$ cat config.mk
export PLATFORM = sky130hd
export DESIGN_NAME = vga_frame_scheduler
export DESIGN_NICKNAME = d
export VERILOG_FILES = /design/src/rtl/vga_pkg.sv /design/src/rtl/vga_layer_mux.sv /design/src/rtl/vga_frame_scheduler.sv
export SDC_FILE = /design/constraint.sdc
export NUM_CORES = 1
export LEC_CHECK = 0
export CAP_MARGIN = 10
export CORE_ASPECT_RATIO = 1.25
export CORE_MARGIN = 1
export CORE_UTILIZATION = 42
export CTS_CLUSTER_DIAMETER = 150
export DETAILED_ROUTE_END_ITERATION = 7
export GPL_TIMING_DRIVEN = 0
export PLACE_DENSITY = 0.91
export SLEW_MARGIN = 15
export SYNTH_ARGS = -nofsm -noshare
export SYNTH_HDL_FRONTEND = slang
export SYNTH_SLANG_ARGS = --single-unit
$ cat constraint.sdc
create_clock -name pixel_clk -period 3.24 [get_ports pixel_clk]
set_input_delay 0.486 -clock pixel_clk [delete_from_list [all_inputs] [get_ports pixel_clk]]
set_output_delay 0.486 -clock pixel_clk [all_outputs]
set_load 0.03 [all_outputs]
$ cat src/rtl/vga_pkg.sv
`default_nettype none
// ============================================================================
//  Module   : vga_pkg
//  Purpose  : Shared 640x480@60 timing constants, pixel colour width and the
//             frame-scheduler state type. Used by vga_controller_640_60 and
//             the vga_frame_scheduler slice.
//  Revision : 1.0  initial release
// ============================================================================
package vga_pkg;

    // Raster timing: both counters run 0..MAX inclusive.
    localparam int HMAX        = 800;
    localparam int VMAX        = 525;
    localparam int HLINES      = 640;
    localparam int VLINES      = 480;
    // The update window closes this many lines before the end of the frame.
    localparam int GUARD_LINES = 2;

    // RRRGGGBB colour to the Nexys3 DAC.
    localparam int RGB_W       = 8;

    // Update-window scheduler states.
    typedef enum logic [0:0] {
        IDLE  = 1'b0,
        GRANT = 1'b1
    } sched_state_e;

endpackage : vga_pkg
`default_nettype wire

$ cat src/rtl/vga_layer_mux.sv
`default_nettype none
// ============================================================================
//  Module   : vga_layer_mux
//  Purpose  : Per-pixel priority select among NUM_LAYERS layer colours with a
//             background fallback, registered (pixel-path stage 1).
//             Layer 0 has the highest priority.
//  Ports    : pixel_clk, rst_n        - clock, async active-low reset
//             layer_hit [NUM_LAYERS]   - layer i covers the current pixel
//             layer_rgb [8*NUM_LAYERS] - layer i colour at [8i+7:8i]
//             bg_rgb    [8]            - colour used when no layer hits
//             pix_rgb   [8]            - selected colour, one cycle later
//  Revision : 1.0  initial release
// ============================================================================
module vga_layer_mux
    import vga_pkg::*;
#(
    parameter int NUM_LAYERS = 4
)(
    input  logic                        pixel_clk,
    input  logic                        rst_n,
    input  logic [NUM_LAYERS-1:0]       layer_hit,
    input  logic [RGB_W*NUM_LAYERS-1:0] layer_rgb,
    input  logic [RGB_W-1:0]            bg_rgb,
    output logic [RGB_W-1:0]            pix_rgb
);

    logic [RGB_W-1:0] w_layer [NUM_LAYERS];
    logic [RGB_W-1:0] w_sel;
    logic [RGB_W-1:0] r_pix;

    generate
        for (genvar gi = 0; gi < NUM_LAYERS; gi++) begin : g_unpack
            assign w_layer[gi] = layer_rgb[gi*RGB_W +: RGB_W];
        end
    endgenerate

    // Walk from lowest to highest priority so the lowest-index hit wins.
    always_comb begin
        w_sel = bg_rgb;
        for (int i = NUM_LAYERS - 1; i >= 0; i--) begin
            if (layer_hit[i]) begin
                w_sel = w_layer[i];
            end
        end
    end

    always_ff @(posedge pixel_clk or negedge rst_n) begin
        if (!rst_n) begin
            r_pix <= '0;
        end else begin
            r_pix <= w_sel;
        end
    end

    assign pix_rgb = r_pix;

endmodule : vga_layer_mux
`default_nettype wire

$ cat src/rtl/vga_frame_scheduler.sv
`default_nettype none
// ============================================================================
//  Module   : vga_frame_scheduler
//  Purpose  : Owns the VGA pixel output. Two-stage pixel path (layer priority
//             select, then blanking) aligned with the delayed syncs, plus a
//             once-per-frame update window for the game logic inside vblank.
//  Ports    : pixel_clk, rst_n          - 25 MHz clock, async active-low reset
//             hcounter, vcounter [11]   - controller counters
//             blank_in, hs_in, vs_in    - controller outputs, 1 cycle after counters
//             layer_hit, layer_rgb      - per-layer coverage and colour
//             bg_rgb                    - background colour
//             upd_req                   - game logic asks for the update window
//             rgb, hs_out, vs_out       - DAC colour and syncs, mutually aligned
//             upd_grant                 - game logic may write shared state
//             frame_tick                - 1-cycle pulse at start of vblank
//             overrun                   - 1-cycle pulse when grant hits deadline
//             frame_count [16]          - completed frames, wrapping
//  Revision : 1.0  initial release
// ============================================================================
module vga_frame_scheduler #(
    parameter int NUM_LAYERS  = 4,
    parameter int VLINES      = vga_pkg::VLINES,
    parameter int VMAX        = vga_pkg::VMAX,
    parameter int GUARD_LINES = vga_pkg::GUARD_LINES
)(
    input  logic                                 pixel_clk,
    input  logic                                 rst_n,
    input  logic [10:0]                          hcounter,
    input  logic [10:0]                          vcounter,
    input  logic                                 blank_in,
    input  logic                                 hs_in,
    input  logic                                 vs_in,
    input  logic [NUM_LAYERS-1:0]                layer_hit,
    input  logic [vga_pkg::RGB_W*NUM_LAYERS-1:0] layer_rgb,
    input  logic [vga_pkg::RGB_W-1:0]            bg_rgb,
    input  logic                                 upd_req,
    output logic [vga_pkg::RGB_W-1:0]            rgb,
    output logic                                 hs_out,
    output logic                                 vs_out,
    output logic                                 upd_grant,
    output logic                                 frame_tick,
    output logic                                 overrun,
    output logic [15:0]                          frame_count
);

    localparam logic [10:0] c_vblank_line   = 11'(VLINES);
    localparam logic [10:0] c_deadline_line = 11'(VMAX - GUARD_LINES);

    logic                        w_frame_evt;
    logic                        w_deadline;
    logic [vga_pkg::RGB_W-1:0]   w_pix_s1;

    logic [vga_pkg::RGB_W-1:0]   r_rgb;
    logic                        r_hs;
    logic                        r_vs;
    logic                        r_frame_tick;
    logic [15:0]                 r_frame_count;
    logic                        r_overrun;

    vga_pkg::sched_state_e       r_state;
    vga_pkg::sched_state_e       w_state_nxt;
    logic                        w_overrun_nxt;

    // Both events are decoded from the counters, i.e. one cycle ahead of the
    // registered pulses they produce.
    assign w_frame_evt = (vcounter == c_vblank_line)   && (hcounter == 11'd0);
    assign w_deadline  = (vcounter == c_deadline_line) && (hcounter == 11'd0);

    // Stage 1: priority select, aligned with blank_in/hs_in/vs_in.
    vga_layer_mux #(
        .NUM_LAYERS (NUM_LAYERS)
    ) u_layer_mux (
        .pixel_clk (pixel_clk),
        .rst_n     (rst_n),
        .layer_hit (layer_hit),
        .layer_rgb (layer_rgb),
        .bg_rgb    (bg_rgb),
        .pix_rgb   (w_pix_s1)
    );

    // Stage 2: blanking and sync retiming; syncs idle high.
    always_ff @(posedge pixel_clk or negedge rst_n) begin
        if (!rst_n) begin
            r_rgb <= '0;
            r_hs  <= 1'b1;
            r_vs  <= 1'b1;
        end else begin
            r_rgb <= blank_in ? '0 : w_pix_s1;
            r_hs  <= hs_in;
            r_vs  <= vs_in;
        end
    end

    always_ff @(posedge pixel_clk or negedge rst_n) begin
        if (!rst_n) begin
            r_frame_tick  <= 1'b0;
            r_frame_count <= 16'd0;
        end else begin
            r_frame_tick <= w_frame_evt;
            if (w_frame_evt) begin
                r_frame_count <= r_frame_count + 16'd1;
            end
        end
    end

    // Grants only start on the frame event, which limits them to one per
    // frame. The deadline wins over a simultaneous release so the window is
    // still reported as overrun.
    always_comb begin
        w_state_nxt   = r_state;
        w_overrun_nxt = 1'b0;
        case (r_state)
            vga_pkg::IDLE: begin
                if (w_frame_evt && upd_req) begin
                    w_state_nxt = vga_pkg::GRANT;
                end
            end
            vga_pkg::GRANT: begin
                if (w_deadline) begin
                    w_state_nxt   = vga_pkg::IDLE;
                    w_overrun_nxt = 1'b1;
                end else if (!upd_req) begin
                    w_state_nxt = vga_pkg::IDLE;
                end
            end
        endcase
    end

    always_ff @(posedge pixel_clk or negedge rst_n) begin
        if (!rst_n) begin
            r_state   <= vga_pkg::IDLE;
            r_overrun <= 1'b0;
        end else begin
            r_state   <= w_state_nxt;
            r_overrun <= w_overrun_nxt;
        end
    end

    assign rgb         = r_rgb;
    assign hs_out      = r_hs;
    assign vs_out      = r_vs;
    assign upd_grant   = (r_state == vga_pkg::GRANT);
    assign frame_tick  = r_frame_tick;
    assign overrun     = r_overrun;
    assign frame_count = r_frame_count;

endmodule : vga_frame_scheduler
`default_nettype wire

==> results.md <==
Run status:
- The flow ran to the end, and the final reports show no timing, DRC or antenna violations.

Logic synthesis:
- Of the total synthesized cell area, the portion taken by AND, OR, NAND and NOR gates is between 20% and 30%.
- After technology mapping, the gate count stands at 155.
- When the netlist entered floorplanning its net count stood at 228.
- The most used flip-flop cell after synthesis is dfrtp_1.
- A synthesized cell averages 12.0 um^2.
- The largest family of logic cells by synthesized area is simple AND/OR/NAND/NOR gates.
- The area fraction of the dominant cell type after synthesis is 47.0%.
- The proportion of synthesized chip area in sequential cells is approximately half.
- The adder-cell share of the synthesized area is less than 1%.
- The unique cell type count in the Yosys netlist is 31.
- The XOR/XNOR share of the synthesized area is 7.05%.
- Yosys printed 0 warnings.
- The number of storage elements in the synthesis netlist is 37.
- After synthesis, the cell types taking the most area are dfrtp_1, mux2_2, xor2_1.
- The synthesized netlist devotes 2.55% of its cell area to compound gates.
- The async set-or-reset flop fraction in the synthesized netlist is 100%.
- The cell accounting for the most synthesized area is dfrtp_1.
- Counting flops with a built-in enable in the synthesized netlist gives 0.
- The portion of synthesized area spent on multiplexers is 14.6%.
- The cell area after synthesis is 1860 um^2.

Place:
- Summed over all nets, the half-perimeter wirelength after detailed placement is 3700 um.
- The total instance count after detailed placement is 309.
- The total of buffers placed on input and output ports is 97.
- The final weighted congestion in routability-driven placement is 0.757.
- The placement-stage worst setup slack is roughly 0.9 ns.

Clock network:
- TritonCTS built the clock tree.
- The sink count of the clock tree is 37.
- The clock slew at the register clock pins of the worst setup and hold paths is 0.07 ns.
- The depth of the CTS H-tree is 2.
- The count of hold buffers inserted by post-cts repair is 0.
- Post-CTS timing repair inserted 0 buffers for setup.
- The number of clock buffers added by TritonCTS is 5.
- The worst-skew pair later-pin latency is about 0.28 ns.
- The maximum buffer depth of the clock tree is 2.
- The root buffer cell chosen for the clock tree is clkbuf_8.
- The post-cts gate resize count is 0.

Drt:
- For this block, the via count after detailed routing is approximately 1,600.
- The detailed router finished its first iteration with 26 violations.
- The routed design has 4460 um of wire.
- The length of the first detailed-routing pass in iterations is 4.
- In the routed design, unresolved DRC markers number 0.
- Dividing the detail-routed wire length by the instance count gives between 10 and 15 um.
- After detailed routing, the number of vias per cell comes to roughly 5.0.
- The remaining number of nets flagged by the antenna check after routing is 0.

Global route:
- For this run the aggregate overflow at the end of global routing stands at 0.
- Entering global routing, the biggest net connects 26 pins.
- The initial antenna violation count is 0.
- The via count of the first global-routing pass is roughly 1,600.
- Global routing used about a fifth of the available tracks across all layers.
- The first global-routing pass estimated about 7100 um of wire.

Cells and area:
- The final layout contains 333 nets.
- Leaving out fill and tap cells, the most frequent cells in the layout are clkdlybuf4s50_1, dfrtp_1, mux2_2, nand2_1, xor2_1.
- The non-filler instance count after layout is 317.
- The number of diodes is 0.
- The area growth from synthesis to layout is 61.3%.
- In the final layout, the share of cells above drive strength 1 is between 15 and 20%.
- The library cell used most frequently in the layout, excluding fill and tap cells, is clkdlybuf4s50_1.

Flow run:
- The total of max-cap violations is 0.

Floorplan:
- Pin placement for this block handled 101 I/O pins.
- For this configuration, the core starts out at a cell density of between 40% and 50%.
- The overall die height is 76.5 um.
- The initialized floorplan defines 26 standard-cell rows.
- From left edge to right edge, the die measures 61.6 um.
- The core region is between 4000 and 5000 um^2.
- The floorplan step defined a die boundary enclosing ~4700 um^2.

STA:
- The worst setup slack after layout is 1.20 ns.
- At the pin with the least slew margin, the transition time is around 0.44 ns.
- The final-layout worst hold slack is approximately 0.095 ns.
- Based on the critical path, the design can be clocked at up to 0.490 GHz.
- The number of endpoints failing setup at the final stage is 0.
- The setup total negative slack is 0 ns.
- The number of max-slew violations in the final report is 0.
- Setup repair after global routing left no endpoint under its margin.
- The worst max-slew margin expressed relative to the limit is 70.4%.
- The final cycle utilization of the critical path is between 60% and 70%.
- The shortest period the worst path allows is 2.04 ns.
- The final setup skew is 0.00145 ns.
- The hold violation total from the final report is 0.

Power and ir drop:
- In this run the power density over the cells is around 320 nW/um^2.
- The reported net switching power is 221 uW.
- The leakage power of the design is 1.28 nW.
- The worst-case IR drop observed on VDD is about 0.19 mV.
- The power share of the sequential group is 49.8%.
- The part of the power in the clock network is 30.9%.
- The internal power of the cells totals roughly 750 uW.
- Net switching is 22.6% of the power.
- The part of the power in combinational logic is 19.3%.

Setup path:
- The type of the worst setup path is in2reg.
- The critical path data arrival time is around 2.2 ns.
- The largest driver fanout on the critical path is 8.
- Data on the critical path is required at its endpoint by approximately 3.4 ns.
- The kind of capture point of the worst setup path is a flop.
- The kind of start point of the critical path is an input port.

Hold path:
- The path class of the lowest-slack min-delay path is in2async.
layout make-up:
cell class / count / area (um^2)
Fill cell: 330 / 1160
Tap cell: 56 / 70.1
Multi-Input combinational cell: 110 / 897
Sequential cell: 37 / 928
Inverter: 3 / 11.3
Clock buffer: 8 / 80.1
Buffer: 5 / 27.5
Timing Repair Buffer: 98 / 993
routing by layer:
metal / track usage (%) / vias up / part of all wire (%)
met5: 0 / - / 0
met3: 5.77 / 6 / 11
met1: 19.4 / 732 / 33
met2: 39.5 / 94 / 56
li1: - / 752 / -
met4: 5.33 / 0 / 1.2
sequential cells by signal, summed over array words and instances, names as in the netlist:
register	count
frame_count	16
frame_tick	1
u_layer_mux.pix_rgb	8
overrun	1
upd_grant	1
hs_out	1
vs_out	1
rgb	8
path summary, 6_finish.rpt:
| path | startpoint | end | slack (ns) | depth (start not counted) |
|---|---|---|---|---|
| setup / recovery | vcounter[2] | frame_count[1] | 1.20 | 5 |
| setup reg to reg | frame_count[0] | frame_count[14] | 1.59 | 5 |
| max in group asynchronous | rst_n | vs_out | 2.64 | 2 |
| min in group pixel_clk | u_layer_mux.pix_rgb[2] | rgb[2] | 0.46 | 1 |
| hold / removal | rst_n | frame_count[4] | 0.1 | 1 |
| hold reg to reg | u_layer_mux.pix_rgb[2] | rgb[2] | 0.46 | 1 |
critical path, stage by stage:
cell	delay (ns)
clkdlybuf4s50_1	0.44
nor4_2	0.39
nand4_4	0.26
nor2_1	0.28
mux2_1	0.34
cells in the mapped netlist (2+ instances only):
cell       n
and4_1     2
and4bb_2   2
clkbuf_1   2
dfrtp_1   35
dfstp_2    2
inv_1      3
mux2_2    16
mux2i_1    8
nand2_1   15
nand3_1    6
nand4_1    2
nor2_1     3
nor2b_1    8
nor3_2     8
nor4_2     7
o21ai_0    8
xnor2_1    2
xor2_1    13
cell families (layout without fill, tap and decap cells):
logic type | Yosys count | in the layout
AND/OR/NAND/NOR | 60 | 60
flip-flops | 37 | 37
multiplexers | 25 | 25
XOR/XNOR | 15 | 15
AO/OA/AOI/OAI | 9 | 9
buffers and inverters | 8 | 114
adder cells (fa/ha/maj) | 1 | 1
metrics by stage:
stage | area, um^2 | power, mW | utilization (%)
floorplan | 1860 | 0.558 | -
global placement | 2910 | 0.675 | 69.8
detailed placement | 2930 | 0.684 | 70.3
CTS | 3010 | 0.982 | 72.2
global route | 3010 | 1.02 | 72.2
finish | 3010 | 0.974 | 72.2
power groups by stage:
stage / clock, mW / sequential, mW / combinational [mW]
2_1_floorplan: 0 / 0.511 / 0.0471
3_3_place_gp: 0 / 0.493 / 0.182
3_5_place_dp: 0 / 0.494 / 0.190
4_1_cts: 0.306 / 0.485 / 0.191
5_1_grt: 0.325 / 0.486 / 0.205
6_report: 0.301 / 0.485 / 0.188
(Power assumes the default switching activity.)
